File: src/rtl/bus_io_responder_pkg.sv
// rtl/bus_io_responder_pkg.sv - register offsets, STATUS bit layout and timer state type
package bus_io_responder_pkg;

   localparam logic [1:0] OFF_TXDATA = 2'd0;
   localparam logic [1:0] OFF_RXDATA = 2'd1;
   localparam logic [1:0] OFF_STATUS = 2'd2;
   localparam logic [1:0] OFF_TIMER  = 2'd3;

   localparam int ST_EXPIRED = 0;
   localparam int ST_RX_FULL = 1;
   localparam int ST_TX_FULL = 2;
   localparam int ST_TX_OVF  = 3;
   localparam int ST_CNT_LSB = 4;

   typedef enum logic {T_IDLE, T_RUN} timer_state_t;

   function automatic logic [31:0] pack_status(input logic [3:0] cnt, input logic ovf,
                                               input logic full, input logic rxf,
                                               input logic exp);
      logic [31:0] s;
      s = '0;
      s[ST_CNT_LSB +: 4] = cnt;
      s[ST_TX_OVF]       = ovf;
      s[ST_TX_FULL]      = full;
      s[ST_RX_FULL]      = rxf;
      s[ST_EXPIRED]      = exp;
      return s;
   endfunction

endpackage

File: src/rtl/bus_io_responder_sync_fifo.sv
// rtl/bus_io_responder_sync_fifo.sv - synchronous FIFO with occupancy count and overflow pulse
module bus_io_responder_sync_fifo #(
   parameter int WIDTH = 32,
   parameter int DEPTH = 4,
   parameter int CNT_W = 3
) (
   input  logic             clk,
   input  logic             rst,
   input  logic             push,
   input  logic             pop,
   input  logic [WIDTH-1:0] wdata,
   output logic [WIDTH-1:0] head,
   output logic             full,
   output logic             empty,
   output logic [CNT_W-1:0] count,
   output logic             ovf
);

   localparam int PTR_W = $clog2(DEPTH);

   logic [WIDTH-1:0] mem [DEPTH];
   logic [PTR_W-1:0] wr_ptr;
   logic [PTR_W-1:0] rd_ptr;
   logic             do_push;
   logic             do_pop;

   assign full    = (count == CNT_W'(DEPTH));
   assign empty   = (count == '0);
   assign do_pop  = pop & ~empty;
   // a pop in the same cycle frees the slot, so a full FIFO still accepts the push
   assign do_push = push & (~full | do_pop);
   assign ovf     = push & full & ~do_pop;
   assign head    = mem[rd_ptr];

   always_ff @(posedge clk) begin
      if (do_push) begin
         mem[wr_ptr] <= wdata;
      end
   end

   always_ff @(posedge clk) begin
      if (rst) begin
         wr_ptr <= '0;
         rd_ptr <= '0;
         count  <= '0;
      end else begin
         if (do_push) begin
            wr_ptr <= wr_ptr + PTR_W'(1);
         end
         if (do_pop) begin
            rd_ptr <= rd_ptr + PTR_W'(1);
         end
         case ({do_push, do_pop})
            2'b10:   count <= count + CNT_W'(1);
            2'b01:   count <= count - CNT_W'(1);
            default: count <= count;
         endcase
      end
   end

endmodule

File: src/rtl/bus_io_responder.sv
// rtl/bus_io_responder.sv - external-bus responder: TX FIFO, RX holding register, status, timer
module bus_io_responder
   import bus_io_responder_pkg::*;
#(
   parameter logic [31:0] BASE_ADDR  = 32'h0000_2000,
   parameter int          FIFO_DEPTH = 4,
   parameter int          CNT_W      = 3
) (
   input  logic        CLK,
   input  logic        RST,
   input  logic [31:0] ADDR,
   input  logic [31:0] Data_BUS_WRITE,
   input  logic        CS,
   input  logic        WR_RD,
   output logic [31:0] Data_BUS_READ,
   output logic [31:0] TX_DATA,
   output logic        TX_VALID,
   input  logic        TX_READY,
   input  logic [31:0] RX_DATA,
   input  logic        RX_VALID,
   output logic        RX_READY,
   output logic        IRQ
);

   logic             sel;
   logic [1:0]       off;
   logic             rd_en;
   logic             wr_en;
   logic             st_wr;
   logic             tmr_wr;
   logic             unused_bits;

   logic             tx_push;
   logic             tx_pop;
   logic             tx_full;
   logic             tx_empty;
   logic             tx_ovf_pulse;
   logic [CNT_W-1:0] tx_count;
   logic [7:0]       tx_count_ext;
   logic             tx_ovf;

   logic             rx_full;
   logic [31:0]      rx_data;
   logic             rx_pop;

   timer_state_t     t_state;
   timer_state_t     t_state_nxt;
   logic [31:0]      timer_cnt;
   logic [31:0]      timer_cnt_nxt;
   logic             exp_set;
   logic             timer_expired;

   logic [31:0]      rd_mux;

   assign sel         = CS & (ADDR[31:4] == BASE_ADDR[31:4]);
   assign off         = ADDR[3:2];
   assign unused_bits = ^ADDR[1:0];
   assign rd_en       = sel & ~WR_RD;
   assign wr_en       = sel & WR_RD;
   assign st_wr       = wr_en & (off == OFF_STATUS);
   assign tmr_wr      = wr_en & (off == OFF_TIMER);

   assign tx_push  = wr_en & (off == OFF_TXDATA);
   assign tx_pop   = TX_VALID & TX_READY;
   assign TX_VALID = ~tx_empty;

   bus_io_responder_sync_fifo #(
      .WIDTH (32),
      .DEPTH (FIFO_DEPTH),
      .CNT_W (CNT_W)
   ) u_tx_fifo (
      .clk   (CLK),
      .rst   (RST),
      .push  (tx_push),
      .pop   (tx_pop),
      .wdata (Data_BUS_WRITE),
      .head  (TX_DATA),
      .full  (tx_full),
      .empty (tx_empty),
      .count (tx_count),
      .ovf   (tx_ovf_pulse)
   );

   always_ff @(posedge CLK) begin
      if (RST) begin
         tx_ovf <= 1'b0;
      end else if (tx_ovf_pulse) begin
         tx_ovf <= 1'b1;
      end else if (st_wr & Data_BUS_WRITE[ST_TX_OVF]) begin
         tx_ovf <= 1'b0;
      end
   end

   // capture needs rx_full=0 and pop needs rx_full=1, so they never coincide
   assign RX_READY = ~rx_full;
   assign rx_pop   = rd_en & (off == OFF_RXDATA) & rx_full;

   always_ff @(posedge CLK) begin
      if (RST) begin
         rx_full <= 1'b0;
         rx_data <= '0;
      end else if (RX_VALID & RX_READY) begin
         rx_full <= 1'b1;
         rx_data <= RX_DATA;
      end else if (rx_pop) begin
         rx_full <= 1'b0;
      end
   end

   always_ff @(posedge CLK) begin
      if (RST) begin
         t_state   <= T_IDLE;
         timer_cnt <= '0;
      end else begin
         t_state   <= t_state_nxt;
         timer_cnt <= timer_cnt_nxt;
      end
   end

   always_comb begin
      timer_cnt_nxt = timer_cnt;
      exp_set       = 1'b0;
      if (tmr_wr) begin
         timer_cnt_nxt = Data_BUS_WRITE;
      end else begin
         case (t_state)
            T_RUN: begin
               timer_cnt_nxt = timer_cnt - 32'd1;
               exp_set       = (timer_cnt == 32'd1);
            end
            default: timer_cnt_nxt = timer_cnt;
         endcase
      end
      t_state_nxt = (timer_cnt_nxt != '0) ? T_RUN : T_IDLE;
   end

   // a fresh expiry beats a software clear in the same cycle
   always_ff @(posedge CLK) begin
      if (RST) begin
         timer_expired <= 1'b0;
      end else if (exp_set) begin
         timer_expired <= 1'b1;
      end else if (st_wr & Data_BUS_WRITE[ST_EXPIRED]) begin
         timer_expired <= 1'b0;
      end
   end

   assign IRQ          = timer_expired;
   assign tx_count_ext = {{(8-CNT_W){1'b0}}, tx_count};

   always_comb begin
      rd_mux = '0;
      case (off)
         OFF_RXDATA: rd_mux = rx_data;
         OFF_STATUS: rd_mux = pack_status(tx_count_ext[3:0], tx_ovf, tx_full, rx_full,
                                          timer_expired);
         OFF_TIMER:  rd_mux = timer_cnt;
         default:    rd_mux = '0;
      endcase
   end

   always_ff @(posedge CLK) begin
      if (RST) begin
         Data_BUS_READ <= '0;
      end else begin
         Data_BUS_READ <= rd_en ? rd_mux : 32'd0;
      end
   end

endmodule

File: config.mk
export PLATFORM = sky130hd
export DESIGN_NAME = bus_io_responder
export DESIGN_NICKNAME = d
export VERILOG_FILES = /design/src/rtl/bus_io_responder_pkg.sv /design/src/rtl/bus_io_responder_sync_fifo.sv /design/src/rtl/bus_io_responder.sv
export SDC_FILE = /design/constraint.sdc
export NUM_CORES = 1
export LEC_CHECK = 0
export BUFFER_PORTS_ARGS = -buffer_cell sky130_fd_sc_hd__buf_2
export CAP_MARGIN = 0
export CORE_ASPECT_RATIO = 2
export CORE_MARGIN = 10
export CORE_UTILIZATION = 30
export CTS_CLUSTER_SIZE = 24
export DETAILED_ROUTE_END_ITERATION = 6
export PLACE_DENSITY = 0.62
export SLEW_MARGIN = 25
export SYNTH_ARGS = -nofsm -noshare
export SYNTH_HDL_FRONTEND = slang
export SYNTH_SLANG_ARGS = --single-unit
File: constraint.sdc
create_clock -name CLK -period 2.85 [get_ports CLK]
set_clock_uncertainty 0.1 [all_clocks]
set_input_delay 0.1425 -clock CLK [delete_from_list [all_inputs] [get_ports CLK]]
set_output_delay 0.1425 -clock CLK [all_outputs]
set_load 0.03 [all_outputs]
Word level (Yosys, flattened, before mapping)

Memories as Yosys holds them, arrays and structs flattened. A register that Yosys moved wholly into a read port is not among the register bits.
Cells that the tools add are included.

Flip-flop bits (word level): 107
Bits in writable memories: 128
Input bits: 102
Output and inout port bits: 67
Word-level logic and storage cells: 72
Memories: 1

Memories:

| name          | words | bits a word | rd ports | clocked after Yosys merged registers in | write ports | RTL line                         | text |
|---|---|---|---|---|---|---|---|
| u_tx_fifo.mem | 4     | 32          | 1        | 1                                       | 1           | bus_io_responder_sync_fifo.sv:21 | `logic [WIDTH-1:0] mem [DEPTH];` |

$add $sub $neg: 5
Equal/unequal tests: 8
Muxes and demuxes: 17
Bitwise operators: 23
Reductions and logical operators: 8

Operators by type and width:

| operator                                              | number |
|---|---|
| one-hot mux 32 bit (3 select lines)                   | 1 |
| two-way mux 32 bit                                    | 2 |
| equality test 32 x 1 -> 1 bit, second input constant  | 1 |
| nonzero test 32 bit                                   | 1 |
| subtractor 32 x 1 -> 32 bit, second input constant    | 1 |
| equality test 28 x 10 -> 1 bit, second input constant | 1 |
| AND 1 bit                                             | 16 |
| two-way mux 1 bit                                     | 11 |
| nonzero test 2 bit                                    | 4 |
| equality test 2 bit, second input constant            | 3 |
| inverter 1 bit                                        | 6 |
| one-hot mux 3 bit (2 select lines)                    | 1 |
| adder 2 x 1 -> 2 bit, second input constant           | 2 |
| equality test 2 x 1 -> 1 bit, second input constant   | 2 |
| two-way mux 2 bit                                     | 2 |
| adder 3 x 1 -> 3 bit, second input constant           | 1 |
| equality test 3 bit, second input constant            | 1 |
| zero test 3 bit                                       | 1 |
| subtractor 3 x 1 -> 3 bit, second input constant      | 1 |
| zero test 2 bit                                       | 1 |
| OR reduction 2 bit                                    | 1 |
| bitwise OR 1 bit                                      | 1 |

Depth between registers and ports, before layout

Gate-level depths: netlist of run 1.

Depth after elaboration: 8
Mapped depth: 12
Mapped depth without buffers: 11

Modules after synthesis

A second synthesis of run 1 with hierarchy kept.

Cells, all modules: 782
Area total of the unflattened synthesis: 9746.8 sq um

Modules (own cells, without submodules):

| module                     | times used | cells an instance | area an instance (sq um) | sequential area each (sq um) |
|---|---|---|---|---|
| bus_io_responder_sync_fifo | 1          | 227               | 5133.7                   | 4023.9 |
| bus_io_responder           | 1          | 555               | 4613.2                   | 2001.9 |

Worst setup path after synthesis of run 1

No wires, ideal clock.

Path kind: flip-flop to flip-flop
Start: register timer_cnt[10]
End: register t_state
Setup time: 138 ps
Arrival: 2528 ps
Required time: 2612 ps
Slack: 84 ps
Stages on the path, launching flop included: 11
Path buffers: 2
Clock period less this slack: 2766 ps
Cells stage by stage: dfxtp_1 or4_4 or4_4 buf_6 buf_6 nor4_2 xor2_1 mux2i_1 nand2_1 nor4_2 a41oi_1

Word-level cells in the longest chain between the ends: 5

RTL lines:

| what                        | RTL line                | text |
|---|---|---|
| start: declaration          | bus_io_responder.sv:48  | `logic [31:0] timer_cnt;` |
| start signal: assignment    | bus_io_responder.sv:116 | `timer_cnt <= timer_cnt_nxt;` |
| subtractor 32 x 1 -> 32 bit | bus_io_responder.sv:128 | `timer_cnt_nxt = timer_cnt - 32'd1;` |
| two-way mux 32 bit (*)      | bus_io_responder.sv:126 | `case (t_state)` |
| two-way mux 32 bit (*)      | bus_io_responder.sv:123 | `if (tmr_wr) begin` |
| nonzero test 32 bit (*)     | bus_io_responder.sv:134 | `t_state_nxt = (timer_cnt_nxt != '0) ? T_RUN : T_IDLE;` |
| two-way mux 1 bit (*)       | bus_io_responder.sv:134 |  |
| end signal: assignment      | bus_io_responder.sv:115 | `t_state <= t_state_nxt;` |
| end: declaration            | bus_io_responder.sv:46  | `timer_state_t t_state;` |

Every way passes the cells marked *; elsewhere a longest branch is shown, timed or not.
A chain may end at the register's enable or synchronous reset.

Worst setup path after layout of run 1

Same ends and word-level chain as after synthesis.

==> results_dict.tcl, run 1 <==
set metrics [dict create \
    worstPathArrival_ps 3280 \
    design.portCount 169 \
    path_clk_slew_ps 70 \
    post-route-cell-area_um2 12770 \
    slowest_delay_ps 650 \
    grt_max_degree 77 \
    syn2layout_area_growth_pct 32.78 \
    cp-end-kind "flip-flop" \
    clock_path_buffers 3 \
    crit_slowest_cell "or4_4" \
    synth_xor_area_frac 0.03187 \
    rsz0062_at_grt "true" \
    synthArstFlopShare 0 \
    ys_seq_area_frac 0.6265 \
    maxUsedRoutingLayer "met4" \
    routed_via_density 4.722 \
    grt_use_total 0.1356 \
    worstSetupPathType "flip-flop to flip-flop" \
    num_vias 6955 \
    peakVddDrop_mv 0.4000 \
    syn_nets 880 \
    maxSlewViolCount 0 \
    dr_wl_met2_um 16300 \
    routedWlPerCell_um 19.25 \
    port-buffer-count 166 \
    synth_area_leader_cell "edfxtp_1" \
    layout_setup_ws_ps -87.14 \
    critPathBufInv 2 \
    worstSetupStartpointType "flip-flop" \
    synth_cell_types 48 \
    synth_cells 770 \
    yosysWarnings 0 \
    die_h_um 273.2 \
    leakage_nw 4.846 \
    grt_first_pass_wirelength_um 42290 \
    num_rows 92 \
    synth_simple_gate_area_frac 0.1432 \
    ant_nets 0 \
    initial_core_util 0.3049 \
    drive_above_1_share 0.3006 \
    grt_overflow 0 \
    syn_area_per_cell_um2 12.49 \
    cts_buffers 22 \
    met3_length_um 1026 \
    hold_viol 0 \
    hold_class "input pin to flip-flop" \
    globalplace.congestion 0.8360 \
    max_freq_ghz 0.3405 \
    placed_cell_area_um2 11240 \
    final_nets 1143 \
    core_area_um2 31540 \
    clock_latency_ps 530 \
    clock_sinks 237 \
    violations "negative setup slack" \
    cts_tree "done" \
    maxSlewHeadroom 0.4235 \
    ys_seq_elements 237 \
    cpLargestDelayFamily "simple AND/OR/NAND/NOR gates" \
    fp.dieArea_um2 40060 \
    post-dp-hpwl_um 20550 \
    yosysTopAreaCellShare 0.3996 \
    power.density_nw_per_um2 689.1 \
    fp.dieW_um 146.6 \
    fillers 3063 \
    synth_top_flop_cell "edfxtp_1" \
    power.total_mw 8.800 \
    cp_max_fo 7 \
    drt-total-wl_um 28350 \
    setup_viol 1 \
    drt-pass1-iter-count 4 \
    antenna_found_initial 2 \
    cts-root-buf "clkbuf_16" \
    synth_mux_area_frac 0.1166 \
    required_ps 3190 \
    wl_met1_um 9968 \
    maxCapViolCount 0 \
    status "finished with violations" \
    synth_top_family_by_area "simple AND/OR/NAND/NOR gates" \
    synth_area_um2 9618 \
    synth_compound_area_frac 0.04501 \
    netlist_top_cells_area "edfxtp_1 40%, dfxtp_1 23%, mux4_2 7.5%" \
    fin_crit_ps 2937 \
    tightest_slew_ps 864.7 \
    path_cells "or4_4 > or4_4 > buf_6 > buf_4 > nor4_2 > nor3_2 > and3_1 > o22ai_1 > nor4_2 > a41oi_1" \
    drt_iter0_drc 220 \
    synth_fa_ha_area_frac 0.01119 \
    grt_pass1_vias 7112 \
    synth_edf_count 128 \
    finalCritPeriodShare 1.031 \
    htreeDepth 1 \
    drc 0 \
]
==> path summary, 6_finish.rpt <==
path / slack (ps) / end / start / cells past startpoint
worst max-delay path: -90 / t_state / timer_cnt[10] / 10
worst min-delay path: 40 / flip-flop / TX_READY / 4
worst max register to register: -90 / t_state / timer_cnt[10] / 10
worst min register to register: 350 / rx_data[4] / rx_data[4] / 2
==> logic make-up after synthesis <==
family,after synthesis
AOI/OAI and AO/OA,74
and+or+nand+nor,284
adders and majority gates,8
buffers and inverters,60
muxes,72
xor gates and xnor gates,35
DFF,237
==> sequential cells by signal, summed over array words and instances, names as in the netlist, named ones only <==
register,cells
rx_data,32
tx_ovf,1
t_state,1
u_tx_fifo.mem,128
Data_BUS_READ,32
timer_cnt,32
u_tx_fifo.count,3
IRQ,1
u_tx_fifo.wr_ptr,2
rx_full,1
u_tx_fifo.rd_ptr,2
==> through the flow <==
stage,instances,utilization,TNS (ps),hold WS (ps),setup slack (ps)
2_1_floorplan,770,-,0,141.4,83.78
3_3_place_gp,1361,0.3564,-25.50,278.5,-25.50
3_5_place_dp,1361,0.3564,-55.30,287.1,-55.30
4_1_cts,1467,0.4003,0,14.95,12.18
5_1_grt,1473,0.4049,-255.0,56.40,-255.0
6_report,1473,0.4049,-87.14,36.03,-87.14
==> layout make-up <==
| cell class | instances | area (um2) | share of cell area |
|---|---|---|---|
| antenna | 2 | 5.005 | 0.0003919 |
| clock buffer | 26 | 596.8 | 0.04673 |
| clock inverter | 13 | 107.6 | 0.008426 |
| inverter | 11 | 41.29 | 0.003233 |
| multi-input combinational | 473 | 3466 | 0.2714 |
| sequential | 237 | 6028 | 0.4720 |
| tap | 423 | 529.3 | 0.04144 |
| timing repair buffer | 288 | 1997 | 0.1564 |
==> where the power goes <==
group          internal, mW  switching, mW
Combinational         0.924           1.10
Clock                  1.60           1.29
Sequential             3.73          0.157
==> repair_timing <==
item,4_1_cts,5_1_grt
hold endpoints to repair,202,0
hold buffers,67,0
pin swaps,0,11
endpoints found under the setup margin,1,1
buffers inserted,0,4
gates resized for setup,2,20
==> layer usage <==
metal / vias to the layer above / GRT usage
met5: - / 0
met4: 0 / 0.06323
met3: 59 / 0.01639
met2: 174 / 0.2704
met1: 3396 / 0.1331
li1: 3326 / -
==> cell usage in the layout (no fill, tap or decap), types with 19 or more instances in the layout <==
| cell | n |
|---|---|
| dfxtp_1 | 107 |
| clkbuf_16 | 23 |
| nor2_1 | 103 |
| a21oi_1 | 46 |
| mux4_2 | 32 |
| dlygate4sd3_1 | 67 |
| edfxtp_1 | 128 |
| buf_2 | 166 |
| nor3_1 | 20 |
| buf_4 | 47 |
| nand2_1 | 77 |
| mux2i_1 | 40 |
| xnor2_1 | 19 |
==> worst min-delay path, stage by stage <==
cell and delay [ps]:
buf_2 100, and2_1 210, xnor2_1 100, nor2_1 70
==> synth_stat cells, types with 16 or more instances <==
library cell	instances
nor2_1	103
clkbuf_1	37
mux4_2	32
xnor2_1	19
mux2i_1	40
nand2_1	77
nor4_1	18
a21oi_1	46
edfxtp_1	128
dfxtp_1	109
xor2_1	16
nor3_1	23
Note: power is estimated with default switching activity, not from simulation.
==> run 2, diff against run 1 <==
--- a/config.mk
+++ b/config.mk
@@ -12,6 +12,8 @@
 export CORE_UTILIZATION = 30
 export CTS_CLUSTER_SIZE = 24
 export DETAILED_ROUTE_END_ITERATION = 6
+export GPL_TIMING_DRIVEN = 0
+export HOLD_SLACK_MARGIN = 0.08
 export PLACE_DENSITY = 0.62
 export SLEW_MARGIN = 25
 export SYNTH_ARGS = -nofsm -noshare
==> run 2 against run 1 <==
The run still ends with negative setup slack left; die area did not move; clock-buffer cell count is 4 higher; utilization down 0.13 points; register-to-register slack got worse by 150 ps; worst hold slack better by 69 ps; sequential share of layout area rose by 0.24 points; critical endpoint unchanged; clock power grew 10%; sequential cell count unchanged; non-clock buffer count grew 4; largest cell class unchanged; critical path depth is 1 lower; sequential power increased by 2%; design area shrank 0.31%.
==> results_dict.tcl, run 2 (same netlist as run 1, synthesis figures left out) <==
set metrics [dict create \
    grt_first_pass_wirelength_um 44570 \
    cp_max_fo 7 \
    fin_crit_ps 3087 \
    rsz0062_at_grt "true" \
    drt-pass1-iter-count 5 \
    status "finished with violations" \
    peakVddDrop_mv 0.3629 \
    seqPwrFrac 0.444 \
    grt_max_degree 24 \
    clock_latency_ps 520 \
    regMostFlops "u_tx_fifo.mem" \
    tightest_slew_ps 966.2 \
    worstPathArrival_ps 3350 \
    syn2layout_area_growth_pct 32.37 \
    fp.dieW_um 146.6 \
    p_clk_frac 0.358 \
    design.portCount 169 \
    die_h_um 273.2 \
    whs_ps 105.4 \
    clock_sinks 237 \
    setup_viol 1 \
    drive_above_1_share 0.2761 \
    num_rows 92 \
    worstSetupStartpointType "flip-flop" \
    largest_register_ffs 128 \
    finalCritPeriodShare 1.083 \
    cts-root-buf "clkbuf_16" \
    p_switching_mw 2.518 \
    leakage_nw 4.779 \
    antenna_found_initial 1 \
    grt_overflow 0 \
    port-buffer-count 166 \
    worstSetupPathType "flip-flop to flip-flop" \
    clock_path_buffers 3 \
    rrSetupSlack_ps -240 \
    core_area_um2 31540 \
    wl_met1_um 9978 \
    maxSlewHeadroom 0.3509 \
    met3_length_um 1058 \
    cts_tree "done" \
    final_cell_mix "169 x buf_2, 128 x edfxtp_1, 102 x dfxtp_1, 101 x nor2_1, 77 x nand2_1" \
    maxSlewViolCount 0 \
    swShare 0.2835 \
    required_ps 3110 \
    fp.dieArea_um2 40060 \
    power_frac_comb 0.199 \
    final_common_cell "buf_2" \
    dr_wl_met2_um 16700 \
    maxUsedRoutingLayer "met4" \
    grt_pass1_vias 7584 \
    routed_via_density 4.768 \
    ant_nets 0 \
    final_nets 1148 \
    hold_viol 0 \
    layout_setup_ws_ps -237.5 \
    max_freq_ghz 0.3239 \
    cts_buffers 22 \
    drc 0 \
    fin_util 0.4036 \
    globalplace.congestion 0.9032 \
    drt_iter0_drc 323 \
    routedWlPerCell_um 19.94 \
    cp-end-kind "flip-flop" \
    path_clk_slew_ps 70 \
    violations "negative setup slack" \
    drt-total-wl_um 29470 \
    grt_use_total 0.1436 \
    initial_core_util 0.3049 \
    intPower_mw 6.365 \
    maxCapViolCount 0 \
    htreeDepth 1 \
    num_vias 7047 \
    post-dp-hpwl_um 22060 \
    hold_class "input pin to flip-flop" \
    power.density_nw_per_um2 697.7 \
]
run 2: changes by cell type in the layout (fill, tap and decap cells not counted), sizes merged, moves of 2 or more:
cell         before  now
clkinvlp          4    0
clkbuf           26   64
buf             221  188
clkinv            7    5
inv              12   14
dlygate4sd3      67   69
run 2: layout make-up:
| type | instances | area (um2) |
|---|---|---|
| multi-input combinational | 474 | 3468 |
| fill | 3090 | 18810 |
| buffer | 46 | 211.5 |
| clock buffer | 30 | 664.4 |
| inverter | 11 | 41.29 |
| tap | 423 | 529.3 |
| clock inverter | 10 | 120.1 |
| sequential | 237 | 6040 |
| timing repair buffer | 246 | 1654 |
| antenna | 1 | 2.502 |
run 2: metrics by stage:
step | area, um2 | power [mW] | worst slack (ps) | instances | TNS [ps]
2_1_floorplan | 9618 | 4.941 | 83.78 | 770 | 0
3_3_place_gp | 10980 | 5.387 | -977.2 | 1359 | -127960
3_5_place_dp | 11060 | 5.412 | -529.9 | 1363 | -18690
4_1_cts | 12720 | 8.911 | -202.0 | 1480 | -202.0
5_1_grt | 12730 | 9.222 | -322.9 | 1478 | -322.9
6_report | 12730 | 8.883 | -237.5 | 1478 | -237.5
run 2: worst paths after layout:
kind	cells after the start	endpoint	start
worst max-delay path	9	t_state	timer_cnt[11]
worst min-delay path	6	tx_ovf	ADDR[2]
worst min register to register	2	rx_data[16]	rx_data[16]
worst max register to register	9	t_state	timer_cnt[11]
run 2: worst max-delay path, stage by stage (launching register included):
cell and delay [ps]:
dfxtp_4 340, or4_4 530, or4_4 630, buf_8 180
nor4_4 270, xor2_1 90, mux2i_1 200, nand2_1 110
nor4_2 300, a41oi_1 160
run 2: what timing repair did:
item,CTS,global route
setup endpoints to repair,32,13
pin swaps,5,2
gates cloned,1,0
hold buffers,69,0
setup buffers,8,1
resized for setup,33,13
endpoints found under the hold margin,197,0
run 2: power by group through the flow:
stage	registers (mW)	clock network, mW	logic [mW]
after floorplan	3.90	0	1.04
after global routing	3.95	3.37	1.90
after CTS	3.93	3.25	1.73
final	3.94	3.18	1.77
after detailed placement	3.99	0	1.42
after global placement	3.99	0	1.39
run 2: per-layer routing:
layer / global-route usage / vias to the layer above
met4: 0.09233 / 0
met1: 0.1329 / 3421
li1: - / 3334
met5: 0 / -
met3: 0.01937 / 81
met2: 0.2826 / 211
==> run 3, diff against run 2 <==
--- a/config.mk
+++ b/config.mk
@@ -12,7 +12,6 @@
 export CORE_UTILIZATION = 30
 export CTS_CLUSTER_SIZE = 24
 export DETAILED_ROUTE_END_ITERATION = 6
-export GPL_TIMING_DRIVEN = 0
 export HOLD_SLACK_MARGIN = 0.08
 export PLACE_DENSITY = 0.62
 export SLEW_MARGIN = 25
==> run 3 against run 2 <==
The flow still finishes with violations (negative setup slack); maximum frequency increased by 5.0%; die area unchanged; register-to-register slack improved by 150 ps; sequential share of layout area is 0.27 points lower; sequential cell count unchanged; combinational power is 15% higher; worst setup slack improved by 150 ps; power is 0.87% lower; worst hold slack got worse by 2.6 ps; first-iteration DRC count decreased by 35%; highest routed layer unchanged.
==> results_dict.tcl, run 3 (same netlist as run 1, synthesis figures left out) <==
set metrics [dict create \
    drive_above_1_share 0.3003 \
    critPathBufInv 2 \
    crit_path_end "t_state" \
    cts_tree "done" \
    maxSlewViolCount 0 \
    num_vias 7016 \
    grt_pass1_vias 7112 \
    peakVddDrop_mv 0.4002 \
    worstPathArrival_ps 3280 \
    post-dp-hpwl_um 20550 \
    seq_area_um2 6028 \
    cpLargestDelayFamily "simple AND/OR/NAND/NOR gates" \
    ff2ff_path_depth 10 \
    fp.dieW_um 146.6 \
    die_h_um 273.2 \
    r2r_end "t_state" \
    ant_nets 0 \
    worstSetupStartpointType "flip-flop" \
    largest_register_ffs 128 \
    fp.dieArea_um2 40060 \
    power.density_nw_per_um2 688.9 \
    dp_worst_setup_slack_ps -55.30 \
    routed_via_density 4.760 \
    syn2layout_area_growth_pct 32.89 \
    maxSlewHeadroom 0.4244 \
    cp-end-kind "flip-flop" \
    clock_latency_ps 530 \
    whs_ps 102.8 \
    clock_path_buffers 3 \
    cts-root-buf "clkbuf_16" \
    fin_crit_ps 2942 \
    globalplace.congestion 0.8360 \
    r2r-start "timer_cnt[10]" \
    p_clk_frac 0.329 \
    seqPwrFrac 0.441 \
    crit_cells 10 \
    cp-startpoint "timer_cnt[10]" \
    leakage_nw 4.850 \
    drt-total-wl_um 28390 \
    regMostFlops "u_tx_fifo.mem" \
    clock_sinks 237 \
    core_area_um2 31540 \
    num_rows 92 \
    cpMostUsedCell "or4_4" \
    power.total_mw 8.805 \
    antenna_found_initial 2 \
    drt-pass1-iter-count 5 \
    required_ps 3190 \
    final_cell_mix "166 x buf_2, 128 x edfxtp_1, 107 x dfxtp_1, 103 x nor2_1, 77 x nand2_1" \
    port-buffer-count 166 \
    design.portCount 169 \
    routedWlPerCell_um 19.26 \
    slowest_delay_ps 660 \
    stdcell_count 1474 \
    grt_first_pass_wirelength_um 42290 \
    drc 0 \
    initial_core_util 0.3049 \
    status "finished with violations" \
    hold_class "input pin to flip-flop" \
    rsz0062_at_grt "true" \
    final_nets 1144 \
    finalCritPeriodShare 1.032 \
    hold_viol 0 \
    final_common_cell "buf_2" \
    grt_max_degree 77 \
    setup_viol 1 \
    violations "negative setup slack" \
    max_freq_ghz 0.3400 \
    p_switching_mw 2.552 \
    crit_slowest_cell "or4_4" \
    power_frac_comb 0.230 \
    rrSetupSlack_ps -90 \
    path_clk_slew_ps 70 \
    tightest_slew_ps 863.4 \
    grt_use_total 0.1356 \
    path_cells "or4_4 > or4_4 > buf_6 > buf_4 > nor4_4 > nor3_2 > and3_1 > o22ai_1 > nor4_2 > a41oi_1" \
    layout_setup_ws_ps -91.54 \
    worstSetupPathType "flip-flop to flip-flop" \
    maxCapViolCount 0 \
    fillers 3062 \
    intPower_mw 6.253 \
    cp_max_fo 7 \
    dp.cells 1361 \
    multi_input_area_um2 3466 \
    htreeDepth 1 \
    cts_buffers 22 \
    drt_iter0_drc 211 \
    swShare 0.2899 \
    grt_overflow 0 \
]
run 3: layout make-up:
| cell class | instances | area share |
|---|---|---|
| flip-flops and latches | 237 | 0.4717 |
| multi-input cells | 473 | 0.2712 |
| repair buffers | 289 | 0.1570 |
| clock buffers | 26 | 0.04670 |
| well taps | 423 | 0.04141 |
| clock inverters | 13 | 0.008419 |
| inverters | 11 | 0.003231 |
| diodes | 2 | 0.0003916 |
run 3: metrics by stage:
stage | TNS [ps] | util | area [um2]
6_report | -91.54 | 0.4052 | 12780
3_3_place_gp | -25.50 | 0.3564 | 11240
4_1_cts | 0 | 0.4007 | 12640
2_1_floorplan | 0 | - | 9618
5_1_grt | -255.0 | 0.4052 | 12780
3_5_place_dp | -55.30 | 0.3564 | 11240
run 3: what timing repair did:
action | 4_1_cts | 5_1_grt
resized for setup | 2 | 20
pin swaps | 0 | 11
setup endpoints to repair | 1 | 1
hold endpoints to repair | 205 | 0
hold buffers | 68 | 0
setup buffers | 0 | 4
run 3: routing by layer:
| metal | global-route usage | share of wire |
|---|---|---|
| met1 | 0.1331 | 0.35 |
| met2 | 0.2704 | 0.57 |
| met3 | 0.01639 | 0.035 |
| met4 | 0.06323 | 0.040 |
| met5 | 0 | 0 |
run 3: worst min-delay path by stage:
stage                       startpoint  cells past startpoint  slack (ps)              endpoint
detailed placement          RX_DATA[5]                      3         290            rx_data[5]
global route                  RX_VALID                      4         130           rx_data[10]
finish                        RX_VALID                      4         100           rx_data[22]
global placement    Data_BUS_WRITE[23]                      1         280  u_tx_fifo.mem[0][23]
floorplan            Data_BUS_WRITE[0]                      0         140   u_tx_fifo.mem[0][0]
CTS                           RX_VALID                      4          90           rx_data[22]
run 3: worst min-delay path, delay by kind of cell:
family | cells | cell delay, ps
AND/OR/NAND/NOR | 2 | 370
AO/OA/AOI/OAI | 1 | 50
buffers and inverters | 1 | 100
run 3: power groups by stage:
| stage | registers [mW] | logic, mW | clock network [mW] |
|---|---|---|---|
| floorplan | 3.90 | 1.04 | 0 |
| global placement | 3.95 | 1.62 | 0 |
| detailed placement | 3.95 | 1.64 | 0 |
| CTS | 3.88 | 1.74 | 2.98 |
| global route | 3.90 | 2.18 | 3.10 |
| finish | 3.88 | 2.03 | 2.89 |
